`src/rtl/wfg_drive_spi_gen.sv`:
```
// Run-time configurable SPI output driver: one stream word is pulled per pattern
// sync and shifted out with the word length, mode, bit order and divider latched at the handshake.
module wfg_drive_spi_gen #(
  parameter int AXIS_DATA_WIDTH = 32,
  parameter int NUM_CS          = 4,
  parameter int DIV_WIDTH       = 8
) (
  input  logic                       clk,
  input  logic                       rst_n,
  input  logic                       ctrl_en_i,
  input  logic                       ctrl_cpol_i,
  input  logic                       ctrl_cpha_i,
  input  logic                       ctrl_lsbfirst_i,
  input  logic [1:0]                 ctrl_dff_i,
  input  logic [3:0]                 ctrl_cs_sel_i,
  input  logic [DIV_WIDTH-1:0]       ctrl_div_i,
  input  logic                       wfg_pat_sync_i,
  output logic                       wfg_drive_spi_axis_tready,
  input  logic                       wfg_drive_spi_axis_tvalid,
  input  logic [AXIS_DATA_WIDTH-1:0] wfg_drive_spi_axis_tdata,
  output logic                       wfg_drive_spi_sclk_o,
  output logic [NUM_CS-1:0]          wfg_drive_spi_cs_no,
  output logic                       wfg_drive_spi_sdo_o,
  output logic                       wfg_drive_spi_sdo_en_o,
  output logic                       busy_o,
  output logic                       underflow_o,
  output logic                       overrun_o
);

  typedef enum logic [1:0] {IDLE, SETUP, SHIFT, HOLD} state_t;

  state_t               state_q;
  logic [DIV_WIDTH-1:0] halfCnt_q;
  logic [DIV_WIDTH-1:0] div_q;
  logic [5:0]           kCnt_q;
  logic [31:0]          data_q;
  logic [1:0]           dff_q;
  logic                 cpol_q;
  logic                 cpha_q;
  logic                 lsb_q;
  logic                 sclk_q;
  logic                 sdo_q;
  logic                 sdoEn_q;
  logic                 busy_q;
  logic                 underflow_q;
  logic                 overrun_q;
  logic [NUM_CS-1:0]    csN_q;
  logic [NUM_CS-1:0]    csN_d;

  logic                 halfDone;
  logic [5:0]           kNext;
  logic [5:0]           lastK;
  logic [5:0]           nBits;
  logic [5:0]           nBitsIn;
  logic                 handshake;

  // Bit i of the transmit sequence, counted from the first bit sent.
  function automatic logic pickBit(input logic [31:0] d, input logic [4:0] i,
                                   input logic lsb, input logic [5:0] n);
    logic [4:0] pos;
    pos = lsb ? i : 5'(n - 6'd1 - {1'b0, i});
    return d[pos];
  endfunction

  assign halfDone  = (halfCnt_q == div_q);
  assign kNext     = kCnt_q + 6'd1;
  assign lastK     = {dff_q, 4'hF};
  assign nBits     = {(3'(dff_q) + 3'd1), 3'b000};
  assign nBitsIn   = {(3'(ctrl_dff_i) + 3'd1), 3'b000};
  assign handshake = (state_q == IDLE) && ctrl_en_i && wfg_pat_sync_i
                     && wfg_drive_spi_axis_tvalid;

  // Out-of-range selects leave every line deasserted while the transfer still runs.
  always_comb begin
    csN_d = '1;
    for (int j = 0; j < NUM_CS; j++) begin
      if (ctrl_cs_sel_i == 4'(j)) csN_d[j] = 1'b0;
    end
  end

  always_ff @(posedge clk or negedge rst_n) begin
    if (!rst_n) begin
      state_q     <= IDLE;
      halfCnt_q   <= '0;
      div_q       <= '0;
      kCnt_q      <= '0;
      data_q      <= '0;
      dff_q       <= '0;
      cpol_q      <= 1'b0;
      cpha_q      <= 1'b0;
      lsb_q       <= 1'b0;
      sclk_q      <= 1'b0;
      sdo_q       <= 1'b0;
      sdoEn_q     <= 1'b0;
      busy_q      <= 1'b0;
      underflow_q <= 1'b0;
      overrun_q   <= 1'b0;
      csN_q       <= '1;
    end else begin
      underflow_q <= 1'b0;
      overrun_q   <= wfg_pat_sync_i && (state_q != IDLE);
      if ((state_q != IDLE) && !ctrl_en_i) begin
        state_q   <= IDLE;
        halfCnt_q <= '0;
        kCnt_q    <= '0;
        sdo_q     <= 1'b0;
        sdoEn_q   <= 1'b0;
        busy_q    <= 1'b0;
        csN_q     <= '1;
      end else begin
        case (state_q)
          IDLE: begin
            if (handshake) begin
              state_q   <= SETUP;
              halfCnt_q <= '0;
              kCnt_q    <= '0;
              data_q    <= wfg_drive_spi_axis_tdata[31:0];
              dff_q     <= ctrl_dff_i;
              cpol_q    <= ctrl_cpol_i;
              cpha_q    <= ctrl_cpha_i;
              lsb_q     <= ctrl_lsbfirst_i;
              div_q     <= ctrl_div_i;
              sclk_q    <= ctrl_cpol_i;
              sdo_q     <= ctrl_cpha_i ? 1'b0 :
                           pickBit(wfg_drive_spi_axis_tdata[31:0], 5'd0,
                                   ctrl_lsbfirst_i, nBitsIn);
              sdoEn_q   <= 1'b1;
              busy_q    <= 1'b1;
              csN_q     <= csN_d;
            end else if (wfg_pat_sync_i && ctrl_en_i) begin
              underflow_q <= 1'b1;
            end
          end
          SETUP: begin
            if (halfDone) begin
              state_q   <= SHIFT;
              halfCnt_q <= '0;
              kCnt_q    <= '0;
              sclk_q    <= ~sclk_q;
              if (cpha_q) sdo_q <= pickBit(data_q, 5'd0, lsb_q, nBits);
            end else begin
              halfCnt_q <= halfCnt_q + DIV_WIDTH'(1);
            end
          end
          SHIFT: begin
            if (halfDone) begin
              halfCnt_q <= '0;
              if (kCnt_q == lastK) begin
                state_q <= HOLD;
                sclk_q  <= cpol_q;
              end else begin
                kCnt_q <= kNext;
                sclk_q <= ~sclk_q;
                // Even half-periods open with a leading edge, odd ones with a trailing edge.
                if (cpha_q && !kNext[0]) begin
                  sdo_q <= pickBit(data_q, kNext[5:1], lsb_q, nBits);
                end else if (!cpha_q && kNext[0] && (kNext != lastK)) begin
                  sdo_q <= pickBit(data_q, kNext[5:1] + 5'd1, lsb_q, nBits);
                end
              end
            end else begin
              halfCnt_q <= halfCnt_q + DIV_WIDTH'(1);
            end
          end
          HOLD: begin
            if (halfDone) begin
              state_q   <= IDLE;
              halfCnt_q <= '0;
              kCnt_q    <= '0;
              sdo_q     <= 1'b0;
              sdoEn_q   <= 1'b0;
              busy_q    <= 1'b0;
              csN_q     <= '1;
            end else begin
              halfCnt_q <= halfCnt_q + DIV_WIDTH'(1);
            end
          end
          default: state_q <= IDLE;
        endcase
      end
    end
  end

  assign wfg_drive_spi_axis_tready = (state_q == IDLE) && ctrl_en_i && wfg_pat_sync_i;
  assign wfg_drive_spi_sclk_o      = (state_q == IDLE) ? ctrl_cpol_i : sclk_q;
  assign wfg_drive_spi_cs_no       = csN_q;
  assign wfg_drive_spi_sdo_o       = sdo_q;
  assign wfg_drive_spi_sdo_en_o    = sdoEn_q;
  assign busy_o                    = busy_q;
  assign underflow_o               = underflow_q;
  assign overrun_o                 = overrun_q;

endmodule

```
`config.mk`:
```
export PLATFORM = sky130hd
export DESIGN_NAME = wfg_drive_spi_gen
export DESIGN_NICKNAME = d
export VERILOG_FILES = /design/src/rtl/wfg_drive_spi_gen.sv
export SDC_FILE = /design/constraint.sdc
export NUM_CORES = 1
export LEC_CHECK = 0
export CORE_MARGIN = 2
export CORE_UTILIZATION = 40
export CTS_CLUSTER_DIAMETER = 30
export CTS_CLUSTER_SIZE = 25
export DETAILED_ROUTE_END_ITERATION = 7
export GPL_TIMING_DRIVEN = 0
export PLACE_DENSITY = 0.66
export SETUP_SLACK_MARGIN = 0.15
export SLEW_MARGIN = 20
export SYNTH_ARGS = -nofsm -noshare
export SYNTH_HDL_FRONTEND = slang
export SYNTH_SLANG_ARGS = --single-unit
```
`constraint.sdc`:
```
create_clock -name clk -period 7.45 [get_ports clk]
set_input_delay 1.49 -clock clk [delete_from_list [all_inputs] [get_ports clk]]
set_output_delay 1.49 -clock clk [all_outputs]
set_load 0.02 [all_outputs]
```
Yosys cells after proc, flatten, opt, wreduce, memory -nomap -nowiden. Index checks and enable logic that the tools add are counted. W data, S select, Z words.

Bits in registers: 70. Word-level logic and storage cells: 137. Bits of input ports: 54. Output and inout port bits: 11.

Bitwise operators: 2. Equality and inequality tests: 21. Magnitude comparators: 4. Multiplexer cells: 61. Reduce and logical (&&, ||, !) cells: 25. Add/sub/neg operators: 9.

Operators with widths (number): $mux W6 (5); $mux W1 (29); $lt A5 B6 Y1 const B (4); $mux W8 (3); $ne A3 B3 Y1 const B (7); $bmux W1 S5 (4); $mux W5 (4); $pmux W6 S3 (1); $pmux W8 S2 (1); $mux W2 (6); $mux W4 (3); $reduce_and A5 Y1 (2); $sub A5 B1 Y5 const B (2); $sub A5 B5 Y5 (2); $logic_and A1 B1 Y1 (9); $add A8 B1 Y8 const B (1); $eq A4 B2 Y1 const B (2); $eq A8 B8 Y1 (1); $pmux W2 S4 (1); $pmux W4 S2 (1); $reduce_and A7 Y1 (1); $add A6 B1 Y6 const B (1); $eq A6 B6 Y1 (1); $ne A2 B2 Y1 const B (3); 21 further kinds (28).

Depth between registers and ports, before layout.
Depth after elaboration: 12. Gate-level depth with buffers: 17. Gate-level depth less buffers: 15.

Least setup slack after synthesis. No wires, ideal clock.

Kind: flip-flop to flip-flop. Start: reg kCnt_q[0]. End: reg sdo_q, in the netlist wfg_drive_spi_sdo_o. Arrival time: 3.820 ns. Clock period less this slack: 3.945 ns. Setup time: 0.125 ns. Path buffers: 4. Setup slack: 3.505 ns. Data required time: 7.325 ns. Cell stages (with the launch flop): 18. Path through: dfrtp_1 buf_2 inv_1 ha_1 buf_2 buf_4 buf_6 nor2_1 xnor2_1 ha_1 or3_1 a21o_1 xnor3_1 xor2_1 mux2i_1 nor3_1 o41a_1 mux2_4.

Cells in the longest elaborated chain, start to end: 12. Elaborated cells on any way between the ends: 25. Those cells by class: add/sub: 4; eq/ne: 4; mux: 12; reduce/logical: 5.

Ends and longest elaborated chain: start: declaration (RTL line 35) `logic [5:0] kCnt_q;`; start signal: assignment (RTL line 152) `kCnt_q <= kNext;`; $add A6 B1 Y6 (RTL line 66) `assign kNext = kCnt_q + 6'd1;`; $add A5 B1 Y5 (RTL line 158) `sdo_q <= pickBit(data_q, kNext[5:1] + 5'd1, lsb_q, nBits);`; $sub A5 B5 Y5 (RTL line 61) `pos = lsb ? i : 5'(n - 6'd1 - {1'b0, i});`; $mux W5 (RTL line 61); $bmux W1 S5 (RTL line 62) `return d[pos];`; $mux W1 (not written as such) (RTL line 62); $mux W1 (RTL line 157) `end else if (!cpha_q && kNext[0] && (kNext != lastK)) begin`; $mux W1 (RTL line 155) `if (cpha_q && !kNext[0]) begin`; $mux W1 (RTL line 148) `if (kCnt_q == lastK) begin`; $mux W1 (RTL line 146) `if (halfDone) begin`; $pmux W1 S4 (RTL line 111) `case (state_q)`; $mux W1 (RTL line 102) `if ((state_q != IDLE) && !ctrl_en_i) begin`; end signal: assignment (RTL line 124) `sdo_q <= ctrl_cpha_i ? 1'b0 :`; end signal: assignment (RTL line 156) `sdo_q <= pickBit(data_q, kNext[5:1], lsb_q, nBits);`; end signal: assignment (RTL line 158); end: declaration (RTL line 42) `logic sdo_q;`.

Parallel ways exist; a longest one is shown, timed or not. The select of a mux whose other input is x is not followed. A chain may end at the register's enable or synchronous reset.

Worst setup path after layout.
Start: in ctrl_en_i. End: out wfg_drive_spi_axis_tready.

Cells in the longest elaborated chain, start to end: 2.

Ends and longest elaborated chain: start: declaration (RTL line 10) `input logic ctrl_en_i,`; $logic_and A1 B1 Y1 (2 in series) (RTL line 184) `assign wfg_drive_spi_axis_tready = (state_q == IDLE) && ctrl_en_i && wfg_pat_sync_i;`; end: declaration (RTL line 18) `output logic wfg_drive_spi_axis_tready,`.

Every way passes these cells.

==> flow_metrics.env <==
export IMPL_core_sq_um=10940
export IMPL_netlist_area_sq_um=4533
export IMPL_tightest_slew_ps=879.9
export IMPL_chipWidth_um=110.5
export IMPL_synth_distinct_cells=55
export IMPL_fin_crit_ps=4513
export IMPL_fmax_mhz=221.6
export IMPL_cp_end_kind="output pin"
export IMPL_fin_setup_tns_ps=0
export IMPL_syn_to_final_growth_pct=25.06
export IMPL_drc=0
export IMPL_outcome="complete, no violations"
export IMPL_hold_buffers=0
export IMPL_final_layout_size_suffix_gt1_share_pct=11.25
export IMPL_cts_setup_buffers=0
export IMPL_required_ps=5960
export IMPL_antenna_found_initial=0
export IMPL_vias_per_cell=5.315
export IMPL_ys_ff_latch=70
export IMPL_skew_ps=5.398
export IMPL_drv_cap=0
export IMPL_min_delay_path_class="reg -> reg"
export IMPL_crit_path_cell_trace="clkdlybuf4s50_1 -> and3_1 -> clkdlybuf4s50_1"
export IMPL_via_count=3768
export IMPL_cts_buffers_inserted=9
export IMPL_clkSlewWorstSetupHoldPaths_ps=60
export IMPL_syn_num_nets=553
export IMPL_cp_slowest_stage_delay_ps=650
export IMPL_hp_start="cpol_q"
export IMPL_cp_arrival_ps=3020
export IMPL_min_period_over_period_pct=60.58
export IMPL_slew_viol_final=0
export IMPL_max_slew_margin_pct=40.92
export IMPL_grt_pass1_vias=3827
export IMPL_cts_resized=0
export IMPL_hold_end="cpol_q"
export IMPL_rr_startpoint="kCnt_q[1]"
export IMPL_h_tree_depth=3
export IMPL_root_buffer="clkbuf_16"
export IMPL_slowest_stage="clkdlybuf4s50_1"
export IMPL_grt_setup_unrepaired="false"
export IMPL_dr_pass1_iters=4
export IMPL_rr_worst_depth=10
export IMPL_dieHeight_um=110.5
export IMPL_cts_sinks=70
export IMPL_drt_initial_drc_count=196
export IMPL_grt_pass1_wl_um=18150
export IMPL_fillers=1021
export IMPL_irDropWorstVdd_mv=0.1576
export IMPL_port_buffers=64
export IMPL_n_antenna_cell=0
export IMPL_grt_overflow=0
export IMPL_crit_top_cell="clkdlybuf4s50_1"
export IMPL_worstSetupPathType="in -> out"
export IMPL_detail_route_antenna_nets=0
export IMPL_synth_flop_cell="dfrtp_1"
export IMPL_synth_cells=488
export IMPL_wirelength_um=10640
export IMPL_wl_per_cell_um=15.01
export IMPL_design_area_sq_um=5669
export IMPL_final_nets=629
export IMPL_start_util_pct=41.45
export IMPL_setup_viol=0
export IMPL_cp_start_kind="primary input"
export IMPL_ys_seq_area_share_pct=38.75
export IMPL_cts_tree="built"
export IMPL_power_density_nw_per_um2=347.6
export IMPL_async_flop_share_pct=100.0
export IMPL_p_leak_nw=2.508
export IMPL_io_pins=65
export IMPL_insertion_delay_ps=330
export IMPL_synth_edf_count=0
export IMPL_r2r_end="wfg_drive_spi_sdo_o"
export IMPL_min_path_cells=2
export IMPL_cp_max_fo=8
export IMPL_cts_buffer_depth=2
export IMPL_place_gp_congestion=0.8987
export IMPL_yosys_warnings=0
export IMPL_multi_input_area_sq_um=2608
export IMPL_grt_max_degree=46
export IMPL_dieArea_sq_um=12200
export IMPL_dp_hpwl_um=7949
export IMPL_register_area_sq_um=1757
export IMPL_grt_total_usage_pct=17.96
export IMPL_postPlaceCellArea_sq_um=5374
export IMPL_rows=38
export IMPL_avgSynthCellArea_sq_um=9.289
export IMPL_hold_viol=0
export IMPL_rrSetupSlack_ps=2950
cell families (layout without fill, tap and decap cells):
family / after synthesis / count (layout) / share of synthesized area (%)
and+or+nand+nor: 236 / 236 / 22.44
xor gates and xnor gates: 26 / 26 / 5.962
buffers and inverters: 38 / 119 / 3.892
AOI/OAI and AO/OA: 72 / 72 / 10.32
muxes: 35 / 35 / 15.59
DFF: 70 / 70 / 38.75
adders and majority gates: 11 / 11 / 3.036
power breakdown:
part	switching (W)	internal [W]
Clock	0.000156	0.000251
Sequential	0.000135	0.000512
Combinational	0.000456	0.000461
Total	0.000746	0.00122
per-stage QoR:
stage	util, %	setup WS, ps	power (W)	cells	hold slack, ps
final	51.84	2937	0.001971	709	482.3
after global routing	51.84	2662	0.002108	709	516.8
after CTS	51.77	2614	0.001972	709	484.0
after floorplan	-	3505	0.001305	488	446.4
after global placement	48.91	2512	0.001530	692	465.4
after detailed placement	49.14	2644	0.001557	693	465.2
area by class of cell:
type,count,share of cell area (%)
multi-input combinational,380,45.99
buffer,25,2.251
sequential,70,30.99
timing repair buffer,65,11.74
clock inverter,3,0.3090
inverter,13,0.8607
clock buffer,13,4.767
tap,140,3.090
cell usage in the layout, fill, tap and decap left out, drive strengths merged, types with 3 or more instances in the layout:
| cell | n |
|---|---|
| and2 | 3 |
| ha | 11 |
| a21o | 3 |
| clkbuf | 25 |
| xnor2 | 22 |
| nand3 | 11 |
| nor2b | 5 |
| mux2i | 5 |
| o31ai | 6 |
| dfrtp | 66 |
| nor3 | 8 |
| dfstp | 4 |
| mux2 | 4 |
| nand2 | 166 |
| clkdlybuf4s50 | 63 |
| buf | 15 |
| mux4 | 26 |
| inv | 13 |
| nor2 | 22 |
| a31oi | 5 |
| and3 | 5 |
| a21oi | 13 |
| o21ai | 24 |
| o211ai | 3 |
| nand4 | 5 |
| nand2b | 4 |
worst max-delay path by stage:
stage	from	endpoint	slack [ps]
after floorplan	kCnt_q[0]	wfg_drive_spi_sdo_o	3510
after global placement	rst_n	data_q[10]	2510
after detailed placement	kCnt_q[1]	wfg_drive_spi_sdo_o	2640
after CTS	kCnt_q[1]	wfg_drive_spi_sdo_o	2610
after global routing	kCnt_q[0]	wfg_drive_spi_sdo_o	2660
final	ctrl_en_i	wfg_drive_spi_axis_tready	2940
synthesized netlist by cell type (all sizes together) (5+ instances only):
cell type | instances | share of area, %
and3 | 5 | 0.69
ha | 11 | 3.0
buf | 13 | 1.8
o21ai | 24 | 2.6
nand4 | 5 | 0.69
a21oi | 13 | 1.4
o31ai | 6 | 0.99
nor3 | 8 | 0.88
dfrtp | 66 | 36
xnor2 | 22 | 4.6
nor2 | 22 | 2.2
nor2b | 5 | 0.69
a31oi | 5 | 0.69
mux2i | 5 | 1.1
nand3 | 11 | 1.5
clkbuf | 12 | 0.99
mux4 | 26 | 13
nand2 | 166 | 14
inv | 13 | 1.1
registers in the layout, summed over array words and instances (netlist names):
signal	flops
cpha_q	1
state_q	2
halfCnt_q	8
sclk_q	1
kCnt_q	6
lsb_q	1
overrun_o	1
wfg_drive_spi_sdo_o	1
div_q	8
busy_o	1
data_q	32
dff_q	2
underflow_o	1
wfg_drive_spi_cs_no	4
cpol_q	1
layer usage:
layer  track usage (%)  routed length, um  vias up
met3             3.019                382       14
met1             24.20               4987     1832
li1                  -                  -     1848
met2             28.92               5057       74
met4             7.250                213        0
met5                 0                  0        -
critical path, delay by kind of cell:
kind	cells	cell delay, ps
simple gates	1	260
buf+inv	2	1270
No activity file was read; power rests on OpenSTA's default activity.
